==> src/rtl/joy_db15_tx.sv <==
// rtl/joy_db15_tx.sv - DB15 joystick pad adapter: parallel load, active-low serial shift out
module joy_db15_tx #(
    parameter int NBITS   = 12,
    parameter int SYNC_FF = 2,
    parameter int FILT    = 3
) (
    input  logic             clk,
    input  logic             reset,
    input  logic [NBITS-1:0] joystick1_in,
    input  logic [NBITS-1:0] joystick2_in,
    input  logic             JOY_CLK,
    input  logic             JOY_LOAD,
    output logic             JOY_DATA,
    output logic             frame_done,
    output logic [4:0]       bit_cnt
);

    localparam int         W          = 2 * NBITS;
    localparam logic [4:0] FRAME_LEN  = 5'(W);
    localparam logic [4:0] FRAME_LAST = 5'(W - 1);
    localparam logic [3:0] FILT_LAST  = 4'(FILT - 1);

    if (NBITS < 1 || NBITS > 15) begin : g_bad_nbits
        $error("joy_db15_tx: NBITS must be 1..15");
    end
    if (SYNC_FF < 2) begin : g_bad_sync
        $error("joy_db15_tx: SYNC_FF must be >= 2");
    end
    if (FILT < 1 || FILT > 15) begin : g_bad_filt
        $error("joy_db15_tx: FILT must be 1..15");
    end

    logic [SYNC_FF-1:0] clk_sync_q, clk_sync_d;
    logic [SYNC_FF-1:0] load_sync_q, load_sync_d;
    logic               clk_f_q, clk_f_d;
    logic               load_f_q, load_f_d;
    logic [3:0]         clk_cnt_q, clk_cnt_d;
    logic [3:0]         load_cnt_q, load_cnt_d;
    logic [W-1:0]       sr_q, sr_d;
    logic [4:0]         bit_cnt_q, bit_cnt_d;
    logic               frame_done_q, frame_done_d;
    logic               joy_data_q, joy_data_d;
    logic               clk_s, load_s, clk_rise;

    assign clk_s  = clk_sync_q[SYNC_FF-1];
    assign load_s = load_sync_q[SYNC_FF-1];

    // Synchronizer shift chains; left out of reset so a held JOY_LOAD is already settled on release
    always_comb begin
        clk_sync_d  = {clk_sync_q[SYNC_FF-2:0], JOY_CLK};
        load_sync_d = {load_sync_q[SYNC_FF-2:0], JOY_LOAD};
    end

    // Synchronizer flops
    always_ff @(posedge clk) begin
        clk_sync_q  <= clk_sync_d;
        load_sync_q <= load_sync_d;
    end

    // Glitch filters: the filtered value flips on the FILT-th consecutive clock of disagreement
    always_comb begin
        clk_f_d    = clk_f_q;
        clk_cnt_d  = 4'd0;
        load_f_d   = load_f_q;
        load_cnt_d = 4'd0;
        if (clk_s != clk_f_q) begin
            if (clk_cnt_q == FILT_LAST) begin
                clk_f_d = clk_s;
            end else begin
                clk_cnt_d = clk_cnt_q + 4'd1;
            end
        end
        if (load_s != load_f_q) begin
            if (load_cnt_q == FILT_LAST) begin
                load_f_d = load_s;
            end else begin
                load_cnt_d = load_cnt_q + 4'd1;
            end
        end
    end

    // Shift datapath: transparent load dominates; rising filtered clock shifts 1s in from the top
    always_comb begin
        clk_rise     = clk_f_d & ~clk_f_q;
        sr_d         = sr_q;
        bit_cnt_d    = bit_cnt_q;
        frame_done_d = 1'b0;
        joy_data_d   = sr_q[0];
        if (!load_f_d) begin
            sr_d      = ~{joystick2_in, joystick1_in};
            bit_cnt_d = 5'd0;
        end else if (clk_rise) begin
            sr_d = {1'b1, sr_q[W-1:1]};
            if (bit_cnt_q < FRAME_LEN) begin
                bit_cnt_d    = bit_cnt_q + 5'd1;
                frame_done_d = (bit_cnt_q == FRAME_LAST);
            end
        end
    end

    // State registers with synchronous reset
    always_ff @(posedge clk) begin
        if (reset) begin
            clk_f_q      <= 1'b0;
            load_f_q     <= 1'b1;
            clk_cnt_q    <= 4'd0;
            load_cnt_q   <= 4'd0;
            sr_q         <= '1;
            bit_cnt_q    <= 5'd0;
            frame_done_q <= 1'b0;
            joy_data_q   <= 1'b1;
        end else begin
            clk_f_q      <= clk_f_d;
            load_f_q     <= load_f_d;
            clk_cnt_q    <= clk_cnt_d;
            load_cnt_q   <= load_cnt_d;
            sr_q         <= sr_d;
            bit_cnt_q    <= bit_cnt_d;
            frame_done_q <= frame_done_d;
            joy_data_q   <= joy_data_d;
        end
    end

    assign JOY_DATA   = joy_data_q;
    assign frame_done = frame_done_q;
    assign bit_cnt    = bit_cnt_q;

endmodule

==> config.mk <==
export PLATFORM = sky130hd
export DESIGN_NAME = joy_db15_tx
export DESIGN_NICKNAME = d
export VERILOG_FILES = /design/src/rtl/joy_db15_tx.sv
export SDC_FILE = /design/constraint.sdc
export NUM_CORES = 1
export LEC_CHECK = 0
export BUFFER_PORTS_ARGS = -buffer_cell sky130_fd_sc_hd__buf_4
export CAP_MARGIN = 40
export CORE_MARGIN = 4
export CORE_UTILIZATION = 57
export CTS_CLUSTER_DIAMETER = 80
export DETAILED_ROUTE_END_ITERATION = 6
export PLACE_DENSITY = 0.82
export RECOVER_POWER = 100
export SLEW_MARGIN = 10
export SYNTH_ARGS = -nofsm -noshare
export SYNTH_HDL_FRONTEND = slang
export SYNTH_SLANG_ARGS = --single-unit
==> constraint.sdc <==
create_clock -name clk -period 4.4 [get_ports clk]
set_clock_uncertainty 0.15 [all_clocks]
set_input_delay 0.44 -clock clk [delete_from_list [all_inputs] [get_ports clk]]
set_output_delay 0.44 -clock clk [all_outputs]
set_load 0.02 [all_outputs]
Word-level counts from Yosys, hierarchy flattened

Cells that the tools add are included.

Bits in registers: 45
Output and inout bits: 7
Input bits: 28
Word-level logic and storage cells: 39

Reduce and logical (&&, ||, !) cells: 5
Order comparisons: 1
Multiplexer cells: 6
Bitwise operators: 8
Equal/unequal tests: 6
$add $sub $neg: 3

Operator list:

| kind                  | count |
|---|---|
| $mux W24              | 2 |
| $not A24 Y24          | 1 |
| $add A4 B1 Y4 const B | 2 |
| $eq A4 B2 Y1 const B  | 2 |
| $not A1 Y1            | 6 |
| $reduce_or A3 Y1      | 2 |
| $add A5 B1 Y5 const B | 1 |
| $eq A5 B5 Y1 const B  | 1 |
| $lt A5 B5 Y1 const B  | 1 |
| $mux W1               | 4 |
| $reduce_or A4 Y1      | 1 |
| $ne A1 B1 Y1          | 2 |
| $ne A2 B1 Y1 const B  | 1 |
| $reduce_and A2 Y1     | 1 |
| $reduce_or A2 Y1      | 1 |
| $and A1 B1 Y1         | 1 |

Longest topological paths before layout

Gate-level depths: netlist of the first run.

Depth in word-level cells: 6
Mapped depth: 8
Gate-level depth less buffers: 6

Least setup slack after synthesis of the first run

OpenSTA, ideal clock, no wires.

Path kind: register -> register
From: reg load_cnt_q[0]
To: reg sr_q[16]
Path buffers: 2
Arrival: 1.449 ns
Clock period less this slack: 1.727 ns
Required time: 4.122 ns
Library setup time: 0.128 ns
Setup slack: 2.673 ns
Stages on the path, launching flop included: 9
Cells stage by stage: dfxtp_1 > inv_1 > ha_1 > nor3b_2 > mux2i_1 > nor2b_1 > buf_6 > buf_6 > a32oi_1

Cells in the longest elaborated chain, start to end: 4
Elaborated cells on any way between the ends: 5
Those cells by class: eq/ne (2); mux (3)

Ends and longest elaborated chain:

| item                                                             | line | RTL |
|---|---|---|
| from (decl)                                                      | 38   | `logic [3:0] load_cnt_q, load_cnt_d;` |
| from (signal assigned)                                           | 116  | `load_cnt_q <= load_cnt_d;` |
| $eq A4 B2 Y1 (*)                                                 | 74   | `if (load_cnt_q == FILT_LAST) begin` |
| $mux W1 (*)                                                      | 74   |  |
| $mux W1 (*)                                                      | 73   | `if (load_s != load_f_q) begin` |
| $ne A2 B1 Y1 (no source line) / $mux W24 (equally long branches) | n/a  |  |
| to (signal assigned)                                             | 117  | `sr_q <= sr_d;` |
| to (decl)                                                        | 39   | `logic [W-1:0] sr_q, sr_d;` |

Every way passes the cells marked *; elsewhere a longest branch is shown, timed or not.
A chain may end at the register's enable or synchronous reset.

Worst setup path in the final report of the first run

From: reg load_cnt_q[0]
To: reg sr_q[20]

Same word-level chain as after synthesis.

==> results of run 1 <==
==> cell type report <==
type,instances,area [sq um]
Clock buffer,5,37.54
Clock inverter,1,5.005
Fill cell,254,1002
Inverter,3,11.26
Multi-Input combinational cell,127,760.7
Sequential cell,45,900.9
Tap cell,44,55.05
Timing Repair Buffer,37,255.2
==> kinds of logic (layout without fill, tap and decap cells) <==
family	count (synthesis)	after routing	share of synthesized area, %
buf+inv	14	46	5.943
simple gates	84	84	21.33
mux	2	2	1.119
fa+ha+maj	5	5	3.497
compound gates	29	29	14.34
flops	45	45	50.35
xor+xnor	7	7	3.427
==> cell usage in the layout (no fill, tap or decap), types with 3 or more instances in the layout <==
cell type / n
sky130_fd_sc_hd__nor2b_1: 4
sky130_fd_sc_hd__dfxtp_1: 45
sky130_fd_sc_hd__inv_1: 3
sky130_fd_sc_hd__a32oi_1: 21
sky130_fd_sc_hd__nand3_1: 4
sky130_fd_sc_hd__clkbuf_1: 8
sky130_fd_sc_hd__ha_1: 5
sky130_fd_sc_hd__clkbuf_4: 7
sky130_fd_sc_hd__xnor2_1: 3
sky130_fd_sc_hd__nor2_1: 14
sky130_fd_sc_hd__xor2_1: 4
sky130_fd_sc_hd__buf_4: 26
sky130_fd_sc_hd__nand2_1: 51
==> routing by layer <==
layer	up-vias	global-route usage [%]	routed length (um)
met5	-	0	0
met4	0	7.547	49
met3	6	7.557	265
met2	56	29.55	1739
met1	676	22.10	1439
li1	715	-	-
==> power groups by stage <==
stage / clock, mW / sequential [mW] / combinational, mW
after floorplan: 0 / 0.440 / 0.0376
after global placement: 0 / 0.441 / 0.0586
after detailed placement: 0 / 0.442 / 0.0633
after CTS: 0.181 / 0.433 / 0.0635
after global routing: 0.201 / 0.436 / 0.0686
final: 0.175 / 0.433 / 0.0617
==> sequential cells by signal, indices dropped and copies added (netlist names) <==
name and cells:
clk_f_q 1, load_f_q 1, load_sync_q 2, clk_sync_q 2
JOY_DATA 1, load_cnt_q 4, bit_cnt 5, clk_cnt_q 4
sr_q 24, frame_done 1
==> synth_stat cells, types with 2 or more instances <==
cell,instances
sky130_fd_sc_hd__nand2_1,51
sky130_fd_sc_hd__dfxtp_1,45
sky130_fd_sc_hd__a32oi_1,21
sky130_fd_sc_hd__nor2_1,14
sky130_fd_sc_hd__buf_6,6
sky130_fd_sc_hd__ha_1,5
sky130_fd_sc_hd__nand3_1,4
sky130_fd_sc_hd__nor2b_1,4
sky130_fd_sc_hd__xor2_1,4
sky130_fd_sc_hd__inv_1,3
sky130_fd_sc_hd__xnor2_1,3
sky130_fd_sc_hd__a21oi_1,2
sky130_fd_sc_hd__a32oi_2,2
sky130_fd_sc_hd__buf_4,2
sky130_fd_sc_hd__clkbuf_1,2
sky130_fd_sc_hd__mux2i_1,2
sky130_fd_sc_hd__or3_1,2
==> worst max-delay path, delay by kind of cell (launching register included) <==
kind / cells / cell delay, ns
compound gates: 1 / 0.12
fa+ha+maj: 1 / 0.14
buf+inv: 2 / 0.85
flops: 1 / 0.36
mux: 1 / 0.39
simple gates: 2 / 0.47
==> worst max path at each step <==
stage	start	endpoint	cells past startpoint
after global routing	load_cnt_q[0]	sr_q[20]	7
after CTS	clk_cnt_q[0]	sr_q[14]	7
after floorplan	load_cnt_q[0]	sr_q[16]	8
after global placement	clk_cnt_q[0]	bit_cnt[3]	6
after detailed placement	clk_cnt_q[0]	sr_q[14]	7
final	load_cnt_q[0]	sr_q[20]	7
==> per-stage QoR <==
| stage | power (mW) | worst slack [ns] |
|---|---|---|
| 2_1_floorplan | 0.4780 | 2.673 |
| 3_3_place_gp | 0.4998 | 2.243 |
| 3_5_place_dp | 0.5056 | 2.368 |
| 4_1_cts | 0.6777 | 2.326 |
| 5_1_grt | 0.7053 | 1.497 |
| 6_report | 0.6699 | 1.744 |
==> results.txt, run 1 <==
The flow ran to the end, and the final reports show no timing, DRC or antenna violations. Along the worst hold path, the cell count comes to 1. For this configuration, the core starts out at a cell density of 59.09%. The later-pin clock latency in the skew report is 0.35 ns. The via count of the first global-routing pass is 1323. The die outline width came out at 64.03 um. The Yosys warning count is 0.

The final-layout worst hold slack came out at 0.05611 ns. The total overflow left after global routing is 0. The largest net degree at the start of global routing came out at 25. The die height came out at 64.03 um. Setup repair after global routing left no endpoint under its margin. The area added between synthesis and finish is 13.22%. The average wire per standard cell is 13.33 um. The worst pin sits at a relative slew slack of 30.58%. The number of cell instances on the worst register-to-register path came out at 7. The total power density per cell area came out at 330.7 mW/mm^2. After clock tree synthesis, the clock-pin slew on the worst setup and hold paths is 0.12 ns.

The number of placed instances, taps included came out at 256. The number of buffers created by CTS is 5. In the final timing run, aggregate negative setup slack is 0 ns. The total clock sinks came out at 45. The dominant register cell in the synthesized netlist is sky130_fd_sc_hd__dfxtp_1.

The iteration count of the initial detailed-routing pass came out at 4. For this run, the slowest stage of the critical path takes 0.78 ns. In this run the most critical hold path is launched from JOY_LOAD. The launch instance of the worst register-to-register path is load_cnt_q[0]. The net count reported at finish came out at 252. The layout cell share with drive strength beyond 1 is 17.43%. The violation count after the first detailed-routing iteration came out at 56.

The wire length of the first global-routing pass came out at 5906 um. The number of diodes is 0. The setup path with the least slack is of type reg2reg. The library cell occupying the most area in the post-synthesis netlist is sky130_fd_sc_hd__dfxtp_1.

The setup-violating endpoint count in the final report came out at 0. The cell with the largest stage delay on the worst path is sky130_fd_sc_hd__clkbuf_1. The floorplan row count came out at 20. The final period utilization came out at 60.37%. The net count after synthesis came out at 219. The maximum count of clock buffers along a single path came out at 2. The capturing element type of the critical path is a register. The tightest min-delay check is of the in2reg type. The portion of total power attributed to the clock network is 26.1%.

Data on the critical path is required at its endpoint by 4.43 ns. The highest net fanout along the worst path is 24. The endpoint of the most critical register-to-register path is sr_q[20].

The switching power came out at 0.1589 mW. The cell area after placement came out at 0.002034 sq mm. The number of I/O pins came out at 35.

In this run the number of H-tree levels came out at 2. After synthesis, the netlist uses 31 different library cells. The final count of hold timing violations is 0. The data arrival at the endpoint of the critical path came out at 2.69 ns. Across the run, the number of max-cap violations was 0. Ranked by total cell area, the synthesized netlist is headed by sky130_fd_sc_hd__dfxtp_1 50%, sky130_fd_sc_hd__nand2_1 11%, sky130_fd_sc_hd__a32oi_1 10%. In this run the standard cell core region covers 0.003028 sq mm. The internal power is 0.5109 mW. The routed design has 3493 um of wire. The detailed-route DRC error count came out at 0. The number of hold buffers added after CTS was 0. The static leakage power came out at 0.8767 nW. Static timing analysis puts the maximum clock frequency at 376.5 MHz. The mean instance size in the synthesized netlist came out at 9.619 sq um.

Subtracting the final worst setup slack from the clock period gives 2.656 ns. The quantity of gates resized following cts came out at 0. The count of port buffers added during placement came out at 34. TritonCTS built the clock tree. The setup slack on the worst flop-to-flop path came out at 1.74 ns. The count of antenna-violating nets left after detailed routing came out at 0. The share of the yosys chip area belonging to registers came out at 50.35%. The number of enable flip-flop cells after synthesis is 0.

The placer congestion estimate is 0.7272. The area of the mapped netlist came out at 0.001789 sq mm. Clock tree synthesis selected as its root buffer the cell sky130_fd_sc_hd__clkbuf_4.

After detailed routing, the number of vias per cell comes to 5.546. The max-slew violation count was 0. The register share of total power came out at 64.7%. The signal on the critical path passes through inv_1 -> ha_1 -> nor3b_1 -> mux2i_1 -> nor2b_1 -> clkbuf_1 -> a32oi_1.

The number of post-CTS setup repair buffers is 0. The total routing usage reported by global routing is 18.57%. The die covers 0.004099 sq mm. The combinational share of power is 9.2%.

The vias after detailed routing is 1453. The count of placed standard cells in the final layout, fillers left out is 262. At the pin with the least slew margin, the transition time is 1.041 ns.

The final instance area came out at 0.002026 sq mm. The area share of the largest cell type after synthesis is 50.35%. The fraction of the core area covered by cells at the end of the flow is 66.90%. The number of synthesized register bits came out at 45.

For hold timing, the worst endpoint is load_sync_q[0]. STA classifies the critical path startpoint as a register. The net switching share of the total power is 23.73%. The largest vdd supply drop is 0.0002357 V. The gate count after technology mapping is 186. The initial antenna violation count was 0.

Of all flip-flops after synthesis, the portion carrying an async set or reset was 0%. The half-perimeter wire length after placement came out at 2551 um.
Note: power is estimated with default switching activity, not from simulation.
==> inputs of run 2 (changes only) <==
--- a/config.mk
+++ b/config.mk
@@ -8,10 +8,10 @@
 export BUFFER_PORTS_ARGS = -buffer_cell sky130_fd_sc_hd__buf_4
 export CAP_MARGIN = 40
 export CORE_MARGIN = 4
-export CORE_UTILIZATION = 57
+export CORE_UTILIZATION = 53
 export CTS_CLUSTER_DIAMETER = 80
 export DETAILED_ROUTE_END_ITERATION = 6
-export PLACE_DENSITY = 0.82
+export PLACE_DENSITY = 0.77
 export RECOVER_POWER = 100
 export SLEW_MARGIN = 10
 export SYNTH_ARGS = -nofsm -noshare
==> constraint.sdc (replaced) <==
create_clock -name clk -period 2.7 [get_ports clk]
set_clock_uncertainty 0.15 [all_clocks]
set_input_delay 0.27 -clock clk [delete_from_list [all_inputs] [get_ports clk]]
set_output_delay 0.27 -clock clk [all_outputs]
set_load 0.02 [all_outputs]
==> run 2 against run 1 <==
Combinational power increased by 110%. Worst hold slack got worse by 0.014 ns. Cell area increased by 15%. Sequential cell count unchanged. Count of clock-buffer cells in the layout increased by 2. Critical path type unchanged. Largest power group unchanged.
==> results.txt, run 2 (synthesis gave the netlist of run 1 again) <==
The internal power came out at 0.9874 mW. The die outline width came out at 66.10 um. The area added between synthesis and finish is 30.21%. On the worst path, the slowest cell contributes a delay of 0.58 ns. The die covers 0.004369 sq mm. The floorplan row count came out at 20.

The run finished with clean final reports. The top cell types in the final layout, fill and taps aside, are 51 x sky130_fd_sc_hd__nand2_1, 45 x sky130_fd_sc_hd__dfxtp_1, 26 x sky130_fd_sc_hd__dlygate4sd3_1, 26 x sky130_fd_sc_hd__buf_4, 23 x sky130_fd_sc_hd__a32oi_1. The reported max-cap violation count is 0. The quantity of gates resized following cts is 0. The setup-violating endpoint count in the final report is 0. The wire length of the first global-routing pass is 6665 um. Setup repair after global routing left no endpoint under its margin. The highest net fanout along the worst path came out at 13. After routing, the total negative slack on setup checks comes to 0 ns. The number of post-CTS setup repair buffers came out at 0. For the worst-skew pair, the clock arrives at the later sink with an insertion delay of 0.36 ns. The initial antenna violation count is 0.

At the worst endpoint, the required time is 2.80 ns. The number of buffers created by CTS came out at 5. The dominant delay contributor by cell family on the critical path is simple AND/OR/NAND/NOR gates. The region available for standard cell placement spans 0.003153 sq mm. Tracing the worst setup path back leads to its startpoint at load_cnt_q[0]. The violation count after the first detailed-routing iteration is 85. The via count of the first global-routing pass was 1518.

The data arrival at the endpoint of the critical path is 2.43 ns. The worst setup path is launched from a register. TritonCTS built the clock tree. After layout, the minimum clock period comes to 2.335 ns. The maximum count of clock buffers along a single path came out at 2. The detailed-route DRC error count came out at 0. The portion of total power attributed to the clock network came out at 33.7%. The net switching share of the total power came out at 21.87%. For this configuration, the core starts out at a cell density of 56.75%. The average wire per standard cell came out at 13.94 um. The number of diodes came out at 0.

The detail-routed via count per cell came out at 5.276. The final-layout worst hold slack came out at 0.04213 ns. Entering global routing, the biggest net connects 24 pins. The final count of hold timing violations was 0.

The final period utilization is 86.47%. The half-perimeter wire length after placement is 2510 um. For this design the top-level I/O count stands at 35.

The combinational share of power is 10.4%. The net count reported at finish came out at 278. The total routing usage reported by global routing is 20.16%. The number of flip-flops under the largest register name came out at 24. The count of port buffers added during placement is 34. The iteration count of the initial detailed-routing pass came out at 4. Summed over all layers, the global routing overflow is 0. Walking the worst path, the cells encountered are inv_1 -> ha_1 -> nor3b_1 -> mux2i_1 -> nor2_1 -> buf_4 -> a32oi_1. The relative slew slack is 49.43%. With fillers left out, the area of the finished cells amounts to 0.002330 sq mm. The register share of total power came out at 55.9%. The detailed router placed 1530 vias in this run. The tree is rooted in a sky130_fd_sc_hd__clkbuf_4. Summed over all cells, the static leakage comes to 1.004 nW.

The total power density per cell area is 542.5 mW/mm^2. In this run the worst hold path is classified as in2reg. The layout cell share with drive strength beyond 1 came out at 15.85%. CTS built an H-tree with a depth of 2. The total clock sinks is 45.

The leading cell type in the layout, fill and taps excluded is sky130_fd_sc_hd__nand2_1. The worst setup path is captured at a register. The transition time at the pin with the least slew margin is 0.7567 ns. The switching power came out at 0.2764 mW. The largest vdd supply drop is 0.0004018 V.

The critical path class is reg2reg. The clock transition at the registers of the reported paths came out at 0.12 ns. The hold buffer count at cts is 26. The die height is 66.10 um. The detail route stage leaves a number of antenna-violating nets equal to 0. The cell with the largest stage delay on the worst path is sky130_fd_sc_hd__nor2_1. The worst hold path begins at joystick2_in[11]. The cell area after placement came out at 0.002034 sq mm. The max-slew violation count is 0. The detailed-route wire length is 4044 um. Ranked by flip-flop count, first place goes to sr_q. The placer congestion estimate is 0.8200. The number of buffers and inverters on the critical path is 2. The startpoint identified for the worst register-to-register timing path is load_cnt_q[0]. The peak clock frequency supported by timing is 428.3 MHz.
-- run 2: cell count changes in the layout (fill, tap and decap cells not counted) --
cell                            previous run  this run
sky130_fd_sc_hd__dlygate4sd3_1             0        26
sky130_fd_sc_hd__a32oi_1                  21        23
sky130_fd_sc_hd__a32oi_2                   2         0
sky130_fd_sc_hd__bufinv_16                 0         1
sky130_fd_sc_hd__clkbuf_1                  8         9
sky130_fd_sc_hd__clkbuf_8                  0         1
sky130_fd_sc_hd__clkinv_2                  1         0
sky130_fd_sc_hd__nor3_1                    1         0
sky130_fd_sc_hd__nor3_2                    0         1
sky130_fd_sc_hd__nor3b_1                   2         1
sky130_fd_sc_hd__nor3b_4                   0         1
-- run 2: power groups by stage --
stage	sequential [mW]	combinational (mW)	clock [mW]
after floorplan	0.718	0.0612	0
after global placement	0.719	0.0964	0
after detailed placement	0.721	0.103	0
after CTS	0.706	0.133	0.433
after global routing	0.710	0.145	0.468
final	0.706	0.132	0.426
-- run 2: path summary, 6_finish.rpt --
kind,slack (ns),endpoint,cells after the start
setup reg to reg,0.37,sr_q[15],7
hold / removal,0.04,sr_q[23],3
setup / recovery,0.37,sr_q[15],7
hold reg to reg,0.19,clk_sync_q[1],0
-- run 2: area by class of cell --
cell class / count / area (sq um)
clock buffer: 7 / 55.05
clock inverter: 1 / 30.03
fill: 246 / 823.3
inverter: 3 / 11.26
multi-input combinational: 127 / 762.0
sequential: 45 / 900.9
tap: 44 / 55.05
timing repair buffer: 63 / 515.5
-- run 2: stage by stage --
step	utilization, %	std cells	worst slack [ns]	total power, mW
final	73.89	290	0.3652	1.264
after global routing	73.89	290	0.1711	1.323
after CTS	75.48	290	0.4438	1.272
after detailed placement	64.52	256	0.4684	0.8236
after global placement	64.05	255	0.5159	0.8152
after floorplan	-	186	0.9732	0.7790
-- run 2: routing by layer --
metal,vias up,track usage (%),share of wire (%)
met1,721,21.65,41
met5,-,0,0
met2,37,37.92,53
met4,0,5.330,1.1
li1,765,-,-
met3,7,5.782,4.7
-- run 2: worst reg2reg max path, cell delays in order, from the launching register on --
cell	delay, ns
sky130_fd_sc_hd__dfxtp_1	0.36
sky130_fd_sc_hd__inv_1	0.07
sky130_fd_sc_hd__ha_1	0.15
sky130_fd_sc_hd__nor3b_1	0.29
sky130_fd_sc_hd__mux2i_1	0.19
sky130_fd_sc_hd__nor2_1	0.58
sky130_fd_sc_hd__buf_4	0.32
sky130_fd_sc_hd__a32oi_1	0.12
==> inputs of run 3 (changes only) <==
--- a/config.mk
+++ b/config.mk
@@ -7,10 +7,11 @@
 export LEC_CHECK = 0
 export BUFFER_PORTS_ARGS = -buffer_cell sky130_fd_sc_hd__buf_4
 export CAP_MARGIN = 40
-export CORE_MARGIN = 4
+export CORE_MARGIN = 2
 export CORE_UTILIZATION = 53
 export CTS_CLUSTER_DIAMETER = 80
 export DETAILED_ROUTE_END_ITERATION = 6
+export HOLD_SLACK_MARGIN = 0.05
 export PLACE_DENSITY = 0.77
 export RECOVER_POWER = 100
 export SLEW_MARGIN = 10
==> run 3 against run 2 <==
Via count rose by 0.59%. Largest cell class unchanged. Global-route usage rose by 2.6 points. Wire length shrank 3.4%. Final cell count rose by 0.34%. Sequential cell count did not move. Clock power decreased by 33%. Die area is 12% lower. Register-to-register slack improved by 0.26 ns. Largest power group unchanged.
==> results.txt, run 3 (synthesis gave the netlist of run 1 again) <==
Setup violations remaining at the end of the flow were counted as 0. The full die area is 0.003856 sq mm. CTS placed an instance of sky130_fd_sc_hd__clkbuf_4 at the clock tree root. The depth of the CTS H-tree is 2. The wire-length estimate of the detail-placed layout is 2495 um. The starting density of the core came out at 54.48%. The total grt overflow is 0. The number of diodes came out at 0. After filler insertion, the fill cell instance count of the layout stands at 248. The relative slew slack is 48.33%.

The initial antenna violation count came out at 0. The transition time at the pin with the least slew margin came out at 0.7733 ns. For the worst setup path, the data required time is 2.78 ns. In the layout the commonest cells are 51 x sky130_fd_sc_hd__nand2_1, 45 x sky130_fd_sc_hd__dfxtp_1, 27 x sky130_fd_sc_hd__dlygate4sd3_1. The final count of hold timing violations is 0. The slowest stage of the critical path belongs to the cell sky130_fd_sc_hd__mux2i_1.

In this run the power density over the cells is 486.2 mW/mm^2. The layout cell share with drive strength beyond 1 came out at 16.33%. The placer congestion estimate is 0.7799. The via count of the first global-routing pass came out at 1572. The total routing usage reported by global routing came out at 22.73%. The number of flip-flops under the largest register name came out at 24. The iteration count of the initial detailed-routing pass is 4.

The wire length of the first global-routing pass came out at 6934 um. The final period utilization came out at 76.73%. The data arrival at the endpoint of the critical path is 2.15 ns.

The floorplan row count is 21. The maximum count of clock buffers along a single path is 2. The tightest min-delay check is of the reg2reg type. The average wire per standard cell is 13.42 um. The largest vdd supply drop came out at 0.0002993 V. The highest net fanout along the worst path came out at 24. The number of I/O pins came out at 35. Measured on the finished design, the core utilization comes to 70.48%. In this run the post-CTS setup repair buffer count came out at 0. The vias after detailed routing is 1539. After detailed routing, the total wire length is 3905 um.

The critical path class is reg2reg. The largest net degree at the start of global routing came out at 25. The net count reported at finish is 279. The die outline width came out at 62.10 um.

The library cell used most frequently in the layout, excluding fill and tap cells, is sky130_fd_sc_hd__nand2_1. The area added between synthesis and finish is 29.37%. The violation count after the first detailed-routing iteration is 72. The clock transition at the registers of the reported paths is 0.12 ns. The register containing the most flip-flops in the final layout is sr_q. The area of the core is 0.003284 sq mm.

In this run the remaining antenna-violating nets after routing total 0. The die is 62.10 um tall. Setup repair after global routing left no endpoint under its margin. On the final layout, the worst hold slack is 0.1949 ns.

In this run, post-CTS repair resized a total of 0 instances. Based on the critical path, the design can be clocked at up to 482.7 MHz. The worst slack after detailed placement is 0.7150 ns. The flow ran to the end, and the final reports show no timing, DRC or antenna violations. The later-pin clock latency in the skew report came out at 0.35 ns. The critical path goes through inv_1 -> ha_1 -> nor3b_1 -> mux2i_1 -> nor2b_1 -> buf_4 -> a32oi_1. The static leakage power is 0.9924 nW. The type of element launching the critical path is a register.

In the routed layout, each cell is associated on average with a via count of 5.289. The max-slew violation count came out at 0. The tool flagged a number of max-cap violations equal to 0. The delay of the slowest critical-path stage is 0.38 ns.

The final worst-path setup slack came out at 0.6284 ns. The number of buffers created by CTS came out at 5. After detailed routing, the number of remaining DRC violations is 0. After routing, the total negative slack on setup checks comes to 0 ns. The capturing element type of the critical path is a register. The smallest clock period supported by the final layout is computed as 2.072 ns.

TritonCTS built the clock tree. Buffers placed on the I/O ports in this run total 34. The total clock sinks came out at 45. Power comes to 1.125 mW.
-- run 3: cell count changes in the layout (fill, tap and decap cells not counted) --
cell                            before  now
sky130_fd_sc_hd__bufinv_16           1    0
sky130_fd_sc_hd__a32oi_1            23   21
sky130_fd_sc_hd__dlygate4sd3_1      26   27
sky130_fd_sc_hd__a32oi_2             0    2
sky130_fd_sc_hd__clkbuf_1            9    8
sky130_fd_sc_hd__clkinv_2            0    1
sky130_fd_sc_hd__clkbuf_8            1    0
-- run 3: power by group --
group	leakage (nW)	total, mW	switching [mW]	internal [mW]
clock	0.0269	0.285	0.195	0.0906
combinational	0.599	0.134	0.0565	0.0771
sequential	0.367	0.706	0.0158	0.691
-- run 3: timing repair --
item,CTS,global route
hold buffers,27,0
endpoints found under the setup margin,0,0
hold endpoints to repair,28,0
-- run 3: worst max-delay path: cells and delay by family, from the launching register on --
family	cells	cell delay, ns
buf+inv	2	0.35
fa+ha+maj	1	0.15
simple gates	2	0.45
mux	1	0.38
flops	1	0.36
compound gates	1	0.11
-- run 3: stage by stage --
| step | cell area [sq um] | cells |
|---|---|---|
| CTS | 2350 | 291 |
| finish | 2315 | 291 |
| floorplan | 1789 | 186 |
| detailed placement | 2037 | 258 |
| global placement | 2022 | 257 |
| global route | 2315 | 291 |
-- run 3: final cells by class --
cell class	count	area (sq um)	area share, %
Clock buffer	5	37.54	1.622
Clock inverter	1	5.005	0.2162
Inverter	3	11.26	0.4865
Multi-Input combinational cell	127	777.0	33.57
Sequential cell	45	900.9	38.92
Tap cell	46	57.56	2.486
Timing Repair Buffer	64	525.5	22.70
-- run 3: final timing paths --
check	start	to	slack [ns]	cells past startpoint
setup / recovery	load_cnt_q[0]	sr_q[6]	0.63	7
hold / removal	clk_sync_q[0]	clk_sync_q[1]	0.19	0
setup reg to reg	load_cnt_q[0]	sr_q[6]	0.63	7
hold reg to reg	clk_sync_q[0]	clk_sync_q[1]	0.19	0
-- run 3: per-layer routing --
metal / track usage [%] / up-vias / routed length, um
met5: 0 / - / 0
met4: 8.611 / 0 / 93
met3: 6.703 / 10 / 171
met2: 41.03 / 35 / 2037
met1: 25.17 / 731 / 1602
li1: - / 763 / -
